[config.mk]
export PLATFORM = sky130hd
export DESIGN_NAME = vga_sync_gen
export DESIGN_NICKNAME = d
export VERILOG_FILES = /design/src/rtl/vga_sync_gen.sv
export SDC_FILE = /design/constraint.sdc
export NUM_CORES = 1
export LEC_CHECK = 0
export CAP_MARGIN = 20
export CORE_MARGIN = 5
export CORE_UTILIZATION = 55
export CTS_CLUSTER_DIAMETER = 200
export DETAILED_ROUTE_END_ITERATION = 12
export PLACE_DENSITY_LB_ADDON = 0.25
export SYNTH_ARGS = -nofsm -noshare
export SYNTH_HDL_FRONTEND = slang
export SYNTH_SLANG_ARGS = --single-unit
[constraint.sdc]
create_clock -name clk -period 4.7 [get_ports clk]
set_input_delay 0.47 -clock clk [delete_from_list [all_inputs] [get_ports clk]]
set_output_delay 0.47 -clock clk [all_outputs]
set_load 0.005 [all_outputs]
[src/rtl/vga_sync_gen.sv]
// VGA timing generator: pixel/line counters plus registered, zero-lag hsync/vsync/video_on.
// Optional build macro VGA_PIX_DIV_EN: pixel strobe every second clk instead of every clk.
module vga_sync_gen #(
    parameter int H_VISIBLE = 640,
    parameter int H_FRONT   = 16,
    parameter int H_SYNC    = 96,
    parameter int H_BACK    = 48,
    parameter int V_VISIBLE = 480,
    parameter int V_FRONT   = 10,
    parameter int V_SYNC    = 2,
    parameter int V_BACK    = 33
) (
    input  logic       clk,
    input  logic       rst,
    output logic       pix_en,
    output logic [9:0] x_coord,
    output logic [9:0] y_coord,
    output logic       video_on,
    output logic       hsync,
    output logic       vsync,
    output logic       frame_end
);
    localparam int H_TOTAL = H_VISIBLE + H_FRONT + H_SYNC + H_BACK;
    localparam int V_TOTAL = V_VISIBLE + V_FRONT + V_SYNC + V_BACK;

    localparam logic [9:0] H_MAX    = 10'(H_TOTAL - 1);
    localparam logic [9:0] V_MAX    = 10'(V_TOTAL - 1);
    localparam logic [9:0] H_VIS    = 10'(H_VISIBLE);
    localparam logic [9:0] V_VIS    = 10'(V_VISIBLE);
    localparam logic [9:0] HS_FIRST = 10'(H_VISIBLE + H_FRONT);
    localparam logic [9:0] HS_LAST  = 10'(H_VISIBLE + H_FRONT + H_SYNC - 1);
    localparam logic [9:0] VS_FIRST = 10'(V_VISIBLE + V_FRONT);
    localparam logic [9:0] VS_LAST  = 10'(V_VISIBLE + V_FRONT + V_SYNC - 1);

    logic       r_pix_en;
    logic [9:0] r_x;
    logic [9:0] r_y;
    logic       r_hsync;
    logic       r_vsync;
    logic       r_video_on;

    logic [9:0] w_x_next;
    logic [9:0] w_y_next;
    logic       w_x_wrap;

    always_comb begin
        w_x_next = r_x;
        w_y_next = r_y;
        w_x_wrap = (r_x == H_MAX);
        if (r_pix_en) begin
            w_x_next = w_x_wrap ? '0 : r_x + 10'd1;
            if (w_x_wrap) begin
                w_y_next = (r_y == V_MAX) ? '0 : r_y + 10'd1;
            end
        end
    end

`ifdef VGA_PIX_DIV_EN
    // The strobe register doubles as the divide-by-two state.
    always_ff @(posedge clk or negedge rst) begin
        if (!rst) begin
            r_pix_en <= 1'b0;
        end else begin
            r_pix_en <= ~r_pix_en;
        end
    end
`else
    always_ff @(posedge clk or negedge rst) begin
        if (!rst) begin
            r_pix_en <= 1'b0;
        end else begin
            r_pix_en <= 1'b1;
        end
    end
`endif

    // Sync/blank flags are decoded from the next coordinates so they land together with them.
    always_ff @(posedge clk or negedge rst) begin
        if (!rst) begin
            r_x        <= '0;
            r_y        <= '0;
            r_hsync    <= 1'b1;
            r_vsync    <= 1'b1;
            r_video_on <= 1'b0;
        end else begin
            r_x        <= w_x_next;
            r_y        <= w_y_next;
            r_hsync    <= !((w_x_next >= HS_FIRST) && (w_x_next <= HS_LAST));
            r_vsync    <= !((w_y_next >= VS_FIRST) && (w_y_next <= VS_LAST));
            r_video_on <= (w_x_next < H_VIS) && (w_y_next < V_VIS);
        end
    end

    assign pix_en    = r_pix_en;
    assign x_coord   = r_x;
    assign y_coord   = r_y;
    assign hsync     = r_hsync;
    assign vsync     = r_vsync;
    assign video_on  = r_video_on;
    assign frame_end = r_pix_en && (r_x == H_MAX) && (r_y == V_MAX);

endmodule

==> results of run 1 <==
==> per-stage QoR <==
step	util	std cells
3_5_place_dp	0.667	187
3_3_place_gp	0.667	187
2_1_floorplan	-	138
6_report	0.693	192
5_1_grt	0.693	192
4_1_cts	0.681	191
==> state kept, by name, summed over array words and instances (netlist names) <==
name      count
x_coord      10
vsync         1
hsync         1
video_on      1
y_coord      10
pix_en        1
==> worst paths after layout <==
check	slack (ps)	depth (start not counted)	end
worst max-delay path	1880	4	frame_end
min in group clk	540	1	y_coord[8]
worst min-delay path	370	1	y_coord[4]
max in group asynchronous	3870	2	hsync
worst min register to register	540	1	y_coord[8]
worst max register to register	2280	5	video_on
==> where the power goes <==
part | leakage [nW] | switching (mW) | internal, mW | total, mW
clock | 0.0210 | 0.0581 | 0.0473 | 0.105
sequential | 0.309 | 0.0572 | 0.235 | 0.293
combinational | 0.356 | 0.0633 | 0.105 | 0.168
total | 0.686 | 0.179 | 0.388 | 0.566
==> cell usage in the layout (no fill, tap or decap), types with 2 or more instances in the layout <==
| cell | count |
|---|---|
| a211oi_1 | 2 |
| inv_1 | 6 |
| nand4_1 | 8 |
| a21oi_1 | 5 |
| xnor2_1 | 5 |
| o21ai_0 | 9 |
| a31oi_1 | 3 |
| and4_1 | 3 |
| and3_1 | 4 |
| nand3_1 | 5 |
| or3_2 | 2 |
| dfstp_2 | 2 |
| nand2_1 | 9 |
| a311oi_1 | 2 |
| clkbuf_4 | 3 |
| ha_1 | 3 |
| nor2_1 | 6 |
| clkdlybuf4s50_1 | 26 |
| dfrtp_1 | 22 |
| nor4_1 | 2 |
| a22o_1 | 2 |
| xor2_1 | 6 |
==> worst max-delay path, delay by kind of cell (launching register included) <==
kind                   cells  cell delay (ps)
AND/OR/NAND/NOR            3             1080
buffers and inverters      1              510
flip-flops                 1              450
==> cells by family after synthesis <==
group,after synthesis,synth area share
simple gates,56,0.264
compound gates,29,0.138
flops,24,0.429
buf+inv,13,0.0632
xor+xnor,11,0.0686
fa+ha+maj,3,0.0267
other cells,1,0.00267
mux,1,0.00801
==> layer usage <==
metal / wire length, um / vias to the layer above
met4: 35 / 0
met1: 1250 / 579
li1: - / 563
met2: 1540 / 24
met3: 114 / 4
met5: 0 / -
==> layout make-up <==
| class | count | area, um^2 |
|---|---|---|
| tap | 30 | 37.5 |
| multi-input combinational | 101 | 713 |
| clock buffer | 4 | 36.3 |
| inverter | 6 | 22.5 |
| fill | 203 | 754 |
| timing repair buffer | 27 | 288 |
| sequential | 24 | 603 |
==> impl_metrics.tcl, run 1 <==
set metrics [dict create \
    slowest_stage "nor4b_1" \
    timing_worst_slew_pin_value_ps 778 \
    holdWs_ps 372 \
    cts_htree_levels 1 \
    worst-endpoint-required_ps 4230 \
    power.ir.vdd_worst_v 0.000305 \
    post_synth_edffs 0 \
    holdCritPathClass "in2async" \
    weighted_congestion_reported_at_the_end_of_routability_driven_placement 0.916 \
    fin_total_pwr_uw 566 \
    groute.layer.met3.usage 0.0191 \
    power.density_mw_per_mm2 333 \
    postPlaceCellArea_mm2 0.00164 \
    fin_max_slew_vios 0 \
    pin_count 27 \
    post_route_cells_drive_above_1_share 0.123 \
    cp_data_arrival_time_ps 2350 \
    synth.cell_area_mm2 0.00141 \
    grt_overflow 0 \
    worst_setup_path_startpoint "y_coord[7]" \
    syn_inst 138 \
    gr-usage-met1 0.218 \
    synth_area_leader_cell "dfrtp_1" \
    synth.top_cells.by_area "dfrtp_1, buf_6, dfstp_2" \
    p_leak_nw 0.686 \
    port_buffer_count 26 \
    post_cts_resized 0 \
    result_of_the_run "completed" \
    vias 1170 \
    hold_viol 0 \
    max_stage_delay_ps 560 \
    timing.fmax_mhz 355 \
    number_of_warning_messages_in_the_yosys_log 0 \
    clk_latency_ps 310 \
    via_count_of_the_first_global_routing_pass 1131 \
    grt_max_degree 25 \
    clk_pin_slew_worst_paths_ps 120 \
    grt_first_pass_wirelength_mm 4.89 \
    placement.setup.worst_slack_ps 2270 \
    routed_length_per_instance_um 15.3 \
    final_min_period_over_clock_period 0.599 \
    fp-row-count 18 \
    yosys.cell_types.count 47 \
    cts-buffers-inserted 3 \
    timing.critical_path.cells "nor4b_1 -> nand4_1 -> nor2_1 -> clkdlybuf4s50_1" \
    unrepaired_setup_endpoints_after_global_routing "false" \
    postCtsSetupRepairBufs 0 \
    fin_ws_ps 1880 \
    ys_top_cells_by_count "dfrtp_1, nand2_1, o21ai_0" \
    global_route.usage.total 0.177 \
    diode_insertion_count_for_antenna_repair 0 \
    drc 0 \
    synth_flop_cell "dfrtp_1" \
    total_setup_violations_reported_at_the_end_of_the_flow 0 \
    chipHeight_um 60.5 \
    post-synth-top-area-fraction 0.392 \
    average_via_count_per_standard_cell 6.09 \
    clock_tree.buffer_depth 2 \
    floorplan.die.width_um 60.5 \
    drt-total-wl_mm 2.95 \
    detailed_place_hpwl_mm 2.16 \
    tritoncts "built" \
    worstSetupEndpointType "primary output" \
    synth_seq_cells 24 \
    max_cap_viol_count 0 \
    clk_root_buffer_cell "clkbuf_4" \
    r2r_start "x_coord[5]" \
    antenna_found_initial 0 \
    cts_hold_buffers 0 \
    initial_core_util 0.572 \
    setup_total_negative_slack_ps 0 \
    num-nets-final 168 \
    critPathKind "reg2out" \
    most_frequent_cell_after_synthesis "dfrtp_1" \
    critical_path_peak_fanout 7 \
    postSynth.asyncResetShare 1.00 \
    layout_skew_ps 3.83 \
    finish.instance_area_mm2 0.00170 \
    final_period_demand_of_the_worst_path_ps 2820 \
    drt_first_iter_violations 45 \
    route.antenna.remaining_nets 0 \
    p_r_area_growth_vs_syn_pct 21.0 \
    placeableCoreArea_mm2 0.00245 \
    gr-max-usage-layer "met2" \
    synthesis.nets 143 \
    dr.pass1.iters 4 \
    synth_seq_area_share 0.429 \
    startpoint_type "flop" \
    clock-sinks 24 \
    synth_area_per_cell_um2 10.2 \
    met2_usage 0.310 \
    timing.slew.headroom 0.478 \
    die-area_mm2 0.00367 \
]
Note: power is estimated with default switching activity, not from simulation.
==> run 2: changes to the inputs <==
- CORE_UTILIZATION: 55 -> 51
- clock period: 4.7 -> 2.9 ns (I/O delays scaled with it)
==> run 2 against run 1 <==
  * Wire length grew 4.8%
  * Critical path depth is 1 higher
  * Hold slack got worse by 36 ps
  * Non-clock buffer count is 2 higher
  * Largest cell class unchanged
  * Largest power group unchanged
==> impl_metrics.tcl, run 2 (synthesis gave the netlist of run 1 again) <==
set metrics [dict create \
    cts-buffers-inserted 3 \
    timing.slew.headroom 0.561 \
    antenna_found_initial 0 \
    critical-path-top-delay-family "simple AND/OR/NAND/NOR gates" \
    power.ir.vdd_worst_v 0.000544 \
    chipHeight_um 62.5 \
    post_cts_resized 0 \
    grt_overflow 0 \
    drc 0 \
    port_buffer_count 26 \
    p_r_area_growth_vs_syn_pct 20.0 \
    routed_length_per_instance_um 15.8 \
    via_count_of_the_first_global_routing_pass 1220 \
    average_via_count_per_standard_cell 5.96 \
    holdCritPathClass "in2async" \
    reg2regPathDepth 6 \
    clock_tree.buffer_depth 2 \
    reg2reg_setup_slack_ps 640 \
    num-nets-final 170 \
    clk_root_buffer_cell "clkbuf_4" \
    fillers 227 \
    drt_first_iter_violations 46 \
    route.antenna.remaining_nets 0 \
    layout_commonest_cell "clkdlybuf4s50_1" \
    vias 1162 \
    slowest_stage "nor4b_1" \
    weighted_congestion_reported_at_the_end_of_routability_driven_placement 0.918 \
    final-seq-area_um2 603 \
    power.density_mw_per_mm2 531 \
    detailed_place_hpwl_mm 2.32 \
    critPathKind "reg2out" \
    unrepaired_setup_endpoints_after_global_routing "false" \
    critical_path.n_buffers_inverters 2 \
    clock-sinks 24 \
    area_of_the_multi_input_gates_um2 713 \
    clk_pin_slew_worst_paths_ps 130 \
    final_util 0.628 \
    clk_latency_ps 300 \
    diode_insertion_count_for_antenna_repair 0 \
    grt_max_degree 25 \
    drt-total-wl_mm 3.09 \
    cts_hold_buffers 0 \
    initial_core_util 0.523 \
    critical_path_peak_fanout 7 \
    tritoncts "built" \
    max_stage_delay_ps 630 \
    timing.critical_path.cells "nor4b_1 -> nand4_1 -> buf_4 -> nor2_1 -> clkdlybuf4s50_1" \
    startpoint_type "flop" \
    final_min_period_over_clock_period 0.904 \
    pin_count 27 \
    layout_skew_ps 2.78 \
    timing.fmax_mhz 381 \
    result_of_the_run "completed" \
    max_cap_viol_count 0 \
    grt_first_pass_wirelength_mm 5.53 \
    reg2reg_to "video_on" \
    setup_total_negative_slack_ps 0 \
    p_leak_nw 0.682 \
    fp-row-count 19 \
    worst-endpoint-required_ps 2610 \
    worstSetupEndpointType "primary output" \
    cp_data_arrival_time_ps 2330 \
    post_route_cells_drive_above_1_share 0.128 \
    postCtsSetupRepairBufs 0 \
    final_period_demand_of_the_worst_path_ps 2620 \
    cts_htree_levels 1 \
    total_setup_violations_reported_at_the_end_of_the_flow 0 \
    dr.pass1.iters 4 \
    global_route.usage.total 0.170 \
    holdWs_ps 335 \
    placeableCoreArea_mm2 0.00269 \
    die-area_mm2 0.00391 \
    leading_cell_types_in_the_layout_fill_and_taps_excluded "clkdlybuf4s50_1, dfrtp_1, nand2_1, o21ai_0, nand4_1" \
    floorplan.die.width_um 62.5 \
    timing_worst_slew_pin_value_ps 650 \
    hold_viol 0 \
    r2r_start "x_coord[0]" \
    fin_max_slew_vios 0 \
]
## run 2: area by class of cell
class                           instances  share of cell area
Inverter                                6              0.0134
Multi-Input combinational cell        101               0.423
Tap cell                               31              0.0230
Timing Repair Buffer                   29               0.168
Clock buffer                            4              0.0156
Sequential cell                        24               0.358
## run 2: worst max-delay path by stage
stage,depth (start not counted),startpoint,endpoint,slack [ps]
final,5,y_coord[7],frame_end,280
after global routing,5,y_coord[7],frame_end,110
after CTS,5,y_coord[7],frame_end,230
after detailed placement,5,y_coord[7],frame_end,600
after global placement,5,y_coord[7],frame_end,610
after floorplan,7,x_coord[0],video_on,920
## run 2: power by group
part | switching [mW] | internal [mW]
sequential | 0.0914 | 0.381
clock | 0.0947 | 0.0536
combinational | 0.106 | 0.169
## run 2: metrics by stage
stage / worst slack [ps] / power, mW / cell area, um^2 / cells
after floorplan: 920 / 0.647 / 1410 / 138
after global placement: 613 / 0.748 / 1660 / 191
after detailed placement: 599 / 0.758 / 1660 / 191
after CTS: 234 / 0.907 / 1690 / 195
after global routing: 106 / 0.963 / 1690 / 195
final: 277 / 0.896 / 1690 / 195
## run 2: routing by layer
| layer | wire (um) | part of all wire | vias up | global-route usage |
|---|---|---|---|---|
| li1 | - | - | 568 | - |
| met1 | 1400 | 0.45 | 560 | 0.216 |
| met2 | 1530 | 0.50 | 30 | 0.269 |
| met3 | 123 | 0.040 | 4 | 0.0360 |
| met4 | 36 | 0.012 | 0 | 0.0875 |
| met5 | 0 | 0 | - | 0 |
